## src/rtl/cache_bank_arbiter_if.sv

```systemverilog
// Requester-side and bank-side signals of one cache bank arbiter instance.
interface cache_bank_arbiter_if #(
  parameter int unsigned NUM_REQ = 4,
  parameter int unsigned DATA_W  = 32,
  parameter int unsigned ADDR_W  = 8
);
  logic [NUM_REQ-1:0]        req;
  logic [NUM_REQ-1:0]        req_we;
  logic [NUM_REQ*ADDR_W-1:0] req_addr;
  logic [NUM_REQ*DATA_W-1:0] req_wdata;
  logic [NUM_REQ-1:0]        gnt;
  logic [NUM_REQ-1:0]        rvalid;
  logic [DATA_W-1:0]         rdata;
  logic                      rwritten;
  logic [NUM_REQ-1:0]        rvalid2;
  logic [DATA_W-1:0]         rdata2;
  logic                      rwritten2;
  logic [ADDR_W-1:0]         bank_addr_a;
  logic [ADDR_W-1:0]         bank_addr_b;
  logic [DATA_W-1:0]         bank_din_a;
  logic [DATA_W-1:0]         bank_din_b;
  logic                      bank_mem_write_a;
  logic                      bank_mem_write_b;
  logic [DATA_W-1:0]         bank_dout_a;
  logic [DATA_W-1:0]         bank_dout_b;
  logic                      bank_written_a;
  logic                      bank_written_b;

  modport slave (
    input  req, req_we, req_addr, req_wdata,
    input  bank_dout_a, bank_dout_b, bank_written_a, bank_written_b,
    output gnt, rvalid, rdata, rwritten, rvalid2, rdata2, rwritten2,
    output bank_addr_a, bank_addr_b, bank_din_a, bank_din_b,
    output bank_mem_write_a, bank_mem_write_b
  );

  modport master (
    output req, req_we, req_addr, req_wdata,
    output bank_dout_a, bank_dout_b, bank_written_a, bank_written_b,
    input  gnt, rvalid, rdata, rwritten, rvalid2, rdata2, rwritten2,
    input  bank_addr_a, bank_addr_b, bank_din_a, bank_din_b,
    input  bank_mem_write_a, bank_mem_write_b
  );
endinterface

```

## src/rtl/cache_bank_arbiter.sv

```systemverilog
// Round-robin arbiter granting up to two compatible requests per cycle onto a
// dual-port bank, returning read data to the owner one cycle later.
module cache_bank_arbiter #(
  parameter int unsigned NUM_REQ = 4,
  parameter int unsigned DATA_W  = 32,
  parameter int unsigned ADDR_W  = 8,
  parameter int unsigned ID_W    = 2
) (
  input logic                  clk,
  input logic                  reset,
  cache_bank_arbiter_if.slave  io_bus
);

  logic [ID_W-1:0]   r_rr_ptr;
  logic              r_tag_v_a;
  logic [ID_W-1:0]   r_tag_id_a;
  logic              r_tag_v_b;
  logic [ID_W-1:0]   r_tag_id_b;

  logic [ADDR_W-1:0] w_addr  [NUM_REQ];
  logic [DATA_W-1:0] w_wdata [NUM_REQ];
  logic              w_a_found;
  logic              w_b_found;
  logic [ID_W-1:0]   w_a_id;
  logic [ID_W-1:0]   w_b_id;
  logic [ID_W-1:0]   w_next_ptr;
  logic [NUM_REQ-1:0] w_gnt;

  always_comb begin : unpack
    for (int unsigned j = 0; j < NUM_REQ; j++) begin
      w_addr[j]  = io_bus.req_addr[j*ADDR_W +: ADDR_W];
      w_wdata[j] = io_bus.req_wdata[j*DATA_W +: DATA_W];
    end
  end

  // Scan from the pointer; A takes the first requester, B the next non-conflicting one.
  always_comb begin : select
    logic            v_a_found;
    logic            v_b_found;
    logic            v_conf;
    logic [ID_W-1:0] v_a_id;
    logic [ID_W-1:0] v_b_id;
    logic [ID_W-1:0] v_idx;
    logic [ID_W-1:0] v_last;
    int unsigned     v_sum;
    v_a_found = 1'b0;
    v_b_found = 1'b0;
    v_conf    = 1'b0;
    v_a_id    = '0;
    v_b_id    = '0;
    v_idx     = '0;
    v_last    = '0;
    v_sum     = 0;
    w_gnt     = '0;
    for (int unsigned k = 0; k < NUM_REQ; k++) begin
      v_sum = 32'(r_rr_ptr) + k;
      if (v_sum >= NUM_REQ) v_sum = v_sum - NUM_REQ;
      v_idx  = ID_W'(v_sum);
      v_conf = (w_addr[v_idx] == w_addr[v_a_id]) &&
               (io_bus.req_we[v_idx] || io_bus.req_we[v_a_id]);
      if (!reset && io_bus.req[v_idx]) begin
        if (!v_a_found) begin
          v_a_found    = 1'b1;
          v_a_id       = v_idx;
          v_last       = v_idx;
          w_gnt[v_idx] = 1'b1;
        end else if (!v_b_found && !v_conf) begin
          v_b_found    = 1'b1;
          v_b_id       = v_idx;
          v_last       = v_idx;
          w_gnt[v_idx] = 1'b1;
        end
      end
    end
    v_sum = 32'(v_last) + 1;
    if (v_sum >= NUM_REQ) v_sum = 0;
    w_next_ptr = ID_W'(v_sum);
    w_a_found  = v_a_found;
    w_b_found  = v_b_found;
    w_a_id     = v_a_id;
    w_b_id     = v_b_id;
  end

  // Unselected ports issue a harmless read of address 0.
  always_comb begin : bank_drive
    io_bus.bank_addr_a      = '0;
    io_bus.bank_din_a       = '0;
    io_bus.bank_mem_write_a = 1'b1;
    io_bus.bank_addr_b      = '0;
    io_bus.bank_din_b       = '0;
    io_bus.bank_mem_write_b = 1'b1;
    if (w_a_found) begin
      io_bus.bank_addr_a      = w_addr[w_a_id];
      io_bus.bank_din_a       = w_wdata[w_a_id];
      io_bus.bank_mem_write_a = ~io_bus.req_we[w_a_id];
    end
    if (w_b_found) begin
      io_bus.bank_addr_b      = w_addr[w_b_id];
      io_bus.bank_din_b       = w_wdata[w_b_id];
      io_bus.bank_mem_write_b = ~io_bus.req_we[w_b_id];
    end
  end

  always_ff @(posedge clk) begin : state
    if (reset) begin
      r_rr_ptr   <= '0;
      r_tag_v_a  <= 1'b0;
      r_tag_id_a <= '0;
      r_tag_v_b  <= 1'b0;
      r_tag_id_b <= '0;
    end else begin
      if (w_a_found) r_rr_ptr <= w_next_ptr;
      r_tag_v_a  <= w_a_found && !io_bus.req_we[w_a_id];
      r_tag_id_a <= w_a_id;
      r_tag_v_b  <= w_b_found && !io_bus.req_we[w_b_id];
      r_tag_id_b <= w_b_id;
    end
  end

  // Returns are suppressed while reset is held so nothing escapes the reset cycle.
  always_comb begin : returns
    io_bus.rvalid  = '0;
    io_bus.rvalid2 = '0;
    if (r_tag_v_a && !reset) io_bus.rvalid[r_tag_id_a]  = 1'b1;
    if (r_tag_v_b && !reset) io_bus.rvalid2[r_tag_id_b] = 1'b1;
  end

  assign io_bus.gnt       = w_gnt;
  assign io_bus.rdata     = io_bus.bank_dout_a;
  assign io_bus.rwritten  = io_bus.bank_written_a;
  assign io_bus.rdata2    = io_bus.bank_dout_b;
  assign io_bus.rwritten2 = io_bus.bank_written_b;

endmodule

```

## src/flat_wrapper.sv

```systemverilog
// flat-port wrapper written by rule: the top's interface ports become plain ports
module cache_bank_arbiter_flat 
#(
  parameter int unsigned NUM_REQ = 4,
  parameter int unsigned DATA_W  = 32,
  parameter int unsigned ADDR_W  = 8,
  parameter int unsigned ID_W    = 2
)
  (clk, reset, io_bus_req, io_bus_req_we, io_bus_req_addr, io_bus_req_wdata, io_bus_bank_dout_a, io_bus_bank_dout_b, io_bus_bank_written_a, io_bus_bank_written_b, io_bus_gnt, io_bus_rvalid, io_bus_rdata, io_bus_rwritten, io_bus_rvalid2, io_bus_rdata2, io_bus_rwritten2, io_bus_bank_addr_a, io_bus_bank_addr_b, io_bus_bank_din_a, io_bus_bank_din_b, io_bus_bank_mem_write_a, io_bus_bank_mem_write_b);
  cache_bank_arbiter_if #(.NUM_REQ(NUM_REQ), .DATA_W(DATA_W), .ADDR_W(ADDR_W)) io_bus_i ();
  input logic clk;
  input logic reset;
  input wire logic [$bits(io_bus_i.req)-1:0] io_bus_req;
  input wire logic [$bits(io_bus_i.req_we)-1:0] io_bus_req_we;
  input wire logic [$bits(io_bus_i.req_addr)-1:0] io_bus_req_addr;
  input wire logic [$bits(io_bus_i.req_wdata)-1:0] io_bus_req_wdata;
  input wire logic [$bits(io_bus_i.bank_dout_a)-1:0] io_bus_bank_dout_a;
  input wire logic [$bits(io_bus_i.bank_dout_b)-1:0] io_bus_bank_dout_b;
  input wire logic [$bits(io_bus_i.bank_written_a)-1:0] io_bus_bank_written_a;
  input wire logic [$bits(io_bus_i.bank_written_b)-1:0] io_bus_bank_written_b;
  output wire logic [$bits(io_bus_i.gnt)-1:0] io_bus_gnt;
  output wire logic [$bits(io_bus_i.rvalid)-1:0] io_bus_rvalid;
  output wire logic [$bits(io_bus_i.rdata)-1:0] io_bus_rdata;
  output wire logic [$bits(io_bus_i.rwritten)-1:0] io_bus_rwritten;
  output wire logic [$bits(io_bus_i.rvalid2)-1:0] io_bus_rvalid2;
  output wire logic [$bits(io_bus_i.rdata2)-1:0] io_bus_rdata2;
  output wire logic [$bits(io_bus_i.rwritten2)-1:0] io_bus_rwritten2;
  output wire logic [$bits(io_bus_i.bank_addr_a)-1:0] io_bus_bank_addr_a;
  output wire logic [$bits(io_bus_i.bank_addr_b)-1:0] io_bus_bank_addr_b;
  output wire logic [$bits(io_bus_i.bank_din_a)-1:0] io_bus_bank_din_a;
  output wire logic [$bits(io_bus_i.bank_din_b)-1:0] io_bus_bank_din_b;
  output wire logic [$bits(io_bus_i.bank_mem_write_a)-1:0] io_bus_bank_mem_write_a;
  output wire logic [$bits(io_bus_i.bank_mem_write_b)-1:0] io_bus_bank_mem_write_b;
  assign io_bus_i.req = io_bus_req;
  assign io_bus_i.req_we = io_bus_req_we;
  assign io_bus_i.req_addr = io_bus_req_addr;
  assign io_bus_i.req_wdata = io_bus_req_wdata;
  assign io_bus_i.bank_dout_a = io_bus_bank_dout_a;
  assign io_bus_i.bank_dout_b = io_bus_bank_dout_b;
  assign io_bus_i.bank_written_a = io_bus_bank_written_a;
  assign io_bus_i.bank_written_b = io_bus_bank_written_b;
  assign io_bus_gnt = io_bus_i.gnt;
  assign io_bus_rvalid = io_bus_i.rvalid;
  assign io_bus_rdata = io_bus_i.rdata;
  assign io_bus_rwritten = io_bus_i.rwritten;
  assign io_bus_rvalid2 = io_bus_i.rvalid2;
  assign io_bus_rdata2 = io_bus_i.rdata2;
  assign io_bus_rwritten2 = io_bus_i.rwritten2;
  assign io_bus_bank_addr_a = io_bus_i.bank_addr_a;
  assign io_bus_bank_addr_b = io_bus_i.bank_addr_b;
  assign io_bus_bank_din_a = io_bus_i.bank_din_a;
  assign io_bus_bank_din_b = io_bus_i.bank_din_b;
  assign io_bus_bank_mem_write_a = io_bus_i.bank_mem_write_a;
  assign io_bus_bank_mem_write_b = io_bus_i.bank_mem_write_b;
  cache_bank_arbiter #(.NUM_REQ(NUM_REQ), .DATA_W(DATA_W), .ADDR_W(ADDR_W), .ID_W(ID_W)) u_core (.clk(clk), .reset(reset), .io_bus(io_bus_i));
endmodule
```

## config.mk

```make
export PLATFORM = sky130hd
export DESIGN_NAME = cache_bank_arbiter_flat
export DESIGN_NICKNAME = d
export VERILOG_FILES = /design/src/rtl/cache_bank_arbiter_if.sv /design/src/rtl/cache_bank_arbiter.sv /design/src/flat_wrapper.sv
export SDC_FILE = /design/constraint.sdc
export NUM_CORES = 1
export LEC_CHECK = 0
export CORE_AREA = 2 2 155 157
export DETAILED_ROUTE_END_ITERATION = 6
export DIE_AREA = 0 0 157 159
export PLACE_DENSITY_LB_ADDON = 0.25
export SKIP_CTS_REPAIR_TIMING = 1
export SYNTH_ARGS = -nofsm -noshare
export SYNTH_HDL_FRONTEND = slang
export SYNTH_SLANG_ARGS = --single-unit
export TNS_END_PERCENT = 30
```

## constraint.sdc

```tcl
create_clock -name clk -period 5.1 [get_ports clk]
set_input_delay 0.51 -clock clk [delete_from_list [all_inputs] [get_ports clk]]
set_output_delay 0.51 -clock clk [all_outputs]
set_load 0.02 [all_outputs]
```

==> flow_metrics.env, run 1 <==
export IMPL_status="finished, violations left"
export IMPL_violations="negative setup slack"
export IMPL_wl_per_cell_um=22.2
export IMPL_p_sw_share_pct=48.6
export IMPL_die_h_um=159
export IMPL_period_needed_ps=5130
export IMPL_setup_violations=4
export IMPL_multiInputGateArea_mm2=0.00580
export IMPL_diodes=0
export IMPL_fmax_mhz=195
export IMPL_p_clk_share_pct=1.5
export IMPL_synth_top_cell_by_area="mux4_2"
export IMPL_cp_slowest_cell="a221o_1"
export IMPL_hpwlAfterDp_um=24100
export IMPL_portBuffers=263
export IMPL_cp_end_kind="output pin"
export IMPL_synth_top_area_share_pct=27.5
export IMPL_die_area_mm2=0.0250
export IMPL_slew_headroom_pct=65.6
export IMPL_cts_htree_levels=1
export IMPL_grt_pass1_wl_um=44600
export IMPL_synth_edff_count=0
export IMPL_startpoint="u_core.r_rr_ptr[0]$_SDFFE_PP0N_"
export IMPL_crit_fanout=6
export IMPL_totalWireLength_um=30200
export IMPL_cts_tree="yes"
export IMPL_nFillCells=2267
export IMPL_synthToLayoutAreaGrowth_pct=63.1
export IMPL_clock_latency_ps=230
export IMPL_ys_ff_latch=8
export IMPL_drc=0
export IMPL_setup_ws_ps=-28.2
export IMPL_skew_ps=3.20
export IMPL_avgSynthCellArea_um2=9.03
export IMPL_seq_area_um2=164
export IMPL_p_sw_mw=4.18
export IMPL_leakagePower_nw=4.13
export IMPL_fp_row_count=56
export IMPL_worstPathArrival_ps=4620
export IMPL_drive_above_1_share_pct=36.8
export IMPL_worst_setup_path_type="reg2out"
export IMPL_coreArea_mm2=0.0232
export IMPL_pwr_share_comb_pct=97.0
export IMPL_slew_viol_final=0
export IMPL_critical_path_top_delay_family="buffers and inverters"
export IMPL_async_reset_ff_share_pct=0
export IMPL_crit_path_cell_trace="mux2i_4, or3_4, and2_4, inv_4, ha_4, buf_6, o221ai_4, o221ai_2, nand2_2, buf_6, a21o_1, a221o_1, nor4_2, buf_4, nand4_1, buf_4, nand4_4, o21ai_4, buf_6, clkbuf_16, clkbuf_16, mux2i_1, o22ai_1, buf_4"
export IMPL_r2r_start="u_core.r_rr_ptr[0]$_SDFFE_PP0N_"
export IMPL_grt_usage_pct=22.8
export IMPL_tightestPinTransition_ps=501
export IMPL_clk_pin_slew_ps=30
export IMPL_vias=7426
export IMPL_whs_ps=795
export IMPL_finalNetCount=1283
export IMPL_r2r_setup_slack_ps=800
export IMPL_initialDrtViolationCount=560
export IMPL_syn_inst=725
export IMPL_required_ps=4590
export IMPL_fin_crit_sh_pct=101
export IMPL_worst_path_buf_inv=9
export IMPL_die_w_um=157
export IMPL_first_pass_iters=5
export IMPL_synth_seq_area_share_pct=2.45
export IMPL_synth_most_common_cell="mux2i_1"
export IMPL_first_global_vias=7366
export IMPL_yosys_warnings=0
export IMPL_p_total_mw=8.60
export IMPL_synth_common_cells="106 x mux2i_1, 80 x mux4_2, 71 x buf_4"
export IMPL_syn_area_mm2=0.00655
export IMPL_grt_max_degree=55
export IMPL_critPathMaxStageDelay_ps=420
export IMPL_hold_viol=0
export IMPL_peakVddDrop_mv=0.408
export IMPL_clockBufferDepth=2
export IMPL_p_seq_share_pct=1.5
export IMPL_viasPerCell=5.46
export IMPL_p_per_area_mw_per_mm2=805
export IMPL_hold_path_class="in2reg"
export IMPL_io_pins=396
export IMPL_gr_total_overflow=0
export IMPL_route_antenna_remaining_nets=0
export IMPL_synth_nets=966
export IMPL_rsz0062_at_grt="yes"
export IMPL_cts_buffers=3
export IMPL_synth_distinct_cells=77
export IMPL_drv_cap=0
export IMPL_p_int_mw=4.42
export IMPL_start_kind="flip-flop"
export IMPL_start_util_pct=28.2
export IMPL_cts_root_buffer="clkbuf_16"
export IMPL_hold_start="reset"
export IMPL_synth_flop_cell="dfxtp_1"
export IMPL_synth_area_leaders="mux4_2 28%, mux2i_1 16%, buf_4 8.1%, nor2b_1 4.9%, o22ai_1 4.0%"
export IMPL_antenna_found_initial=0
export IMPL_clock_sinks=8
export IMPL_place_congestion=0.939
==> flip-flops by register name, indices dropped and copies added (netlist names) <==
register           flops
u_core.r_tag_id_a      2
u_core.r_tag_id_b      2
u_core.r_tag_v_b       1
u_core.r_rr_ptr        2
u_core.r_tag_v_a       1
==> placed cells by master, fill, tap and decap left out, types with 6 or more instances in the layout <==
cell	Yosys	layout
nand2b_1	11	11
xnor2_1	15	13
dlymetal6s2s_1	0	9
mux4_2	80	80
clkbuf_16	0	6
mux2i_2	0	10
mux2i_1	106	93
o21ai_0	23	23
buf_12	0	13
a211oi_1	9	8
nand3_1	15	15
dfxtp_1	8	7
buf_2	26	7
buf_6	11	21
o22ai_2	0	13
clkdlybuf4s50_1	0	213
nand2_1	28	26
and3_1	13	12
o211ai_1	6	6
nor2_1	24	22
o22ai_1	42	28
inv_1	13	12
buf_4	71	176
nor3_1	18	16
a21oi_1	21	21
nor2b_1	51	51
==> power groups by stage <==
| stage | logic (mW) | registers [mW] | clock network [mW] |
|---|---|---|---|
| after floorplan | 4.82 | 0.117 | 0 |
| after detailed placement | 7.90 | 0.127 | 0 |
| after global routing | 8.84 | 0.136 | 0.138 |
| after global placement | 7.88 | 0.127 | 0 |
| final | 8.34 | 0.131 | 0.129 |
| after CTS | 7.92 | 0.127 | 0.133 |
==> worst reg2reg max path, delay by kind of cell (launching register included) <==
family                   cells  cell delay [ps]
AND/OR/NAND/NOR              6             1170
multiplexers                 2              350
adder cells (fa/ha/maj)      1              140
AO/OA/AOI/OAI                6             1040
buffers and inverters        8             1110
flip-flops                   1              370
==> worst paths after layout <==
check                                          to  cells past startpoint
setup reg to reg      u_core.r_tag_v_b$_SDFF_PP0_                     23
hold reg to reg   u_core.r_rr_ptr[1]$_SDFFE_PP0N_                      5
setup / recovery            io_bus_bank_din_b[19]                     24
hold / removal    u_core.r_rr_ptr[0]$_SDFFE_PP0N_                      3
==> metal layers <==
metal	GRT usage (%)	vias to the layer above	share of wire (%)
met5	0.992	-	0
li1	-	3411	-
met1	30.8	3606	43
met2	37.0	351	47
met4	6.67	0	2.8
met3	4.16	58	7.6
==> stage by stage <==
stage / utilization [%] / worst slack (ps) / TNS (ps) / cell area (um^2) / std cells
floorplan: - / -36.2 / -1150 / 6600 / 725
global placement: 43.9 / -828 / -32710 / 10200 / 1336
detailed placement: 43.9 / -932 / -36530 / 10200 / 1336
CTS: 44.2 / -955 / -37890 / 10200 / 1339
global route: 46.1 / -189 / -4380 / 10700 / 1359
finish: 46.1 / -28.2 / -47.5 / 10700 / 1359
==> cell type report <==
class | count | area share (%)
Multi-Input combinational cell | 571 | 54.3
Timing Repair Buffer | 445 | 39.3
Tap cell | 319 | 3.74
Sequential cell | 8 | 1.53
Clock buffer | 3 | 0.703
Inverter | 13 | 0.480
==> kinds of logic (layout without fill, tap and decap cells) <==
group,count (synthesis),count (layout),synth area share (%)
and+or+nand+nor,191,191,16.5
buffers and inverters,146,461,14.2
xor gates and xnor gates,19,19,2.54
AOI/OAI and AO/OA,162,162,18.0
DFF,8,8,2.45
muxes,194,194,45.3
adders and majority gates,5,5,0.955
Note: power is estimated with default switching activity, not from simulation.
==> inputs of run 2 (changes only) <==
GPL_TIMING_DRIVEN = 1   (was default)
==> results of run 2 <==
No change in the layout: final DEF, timing and power equal those of run 1.
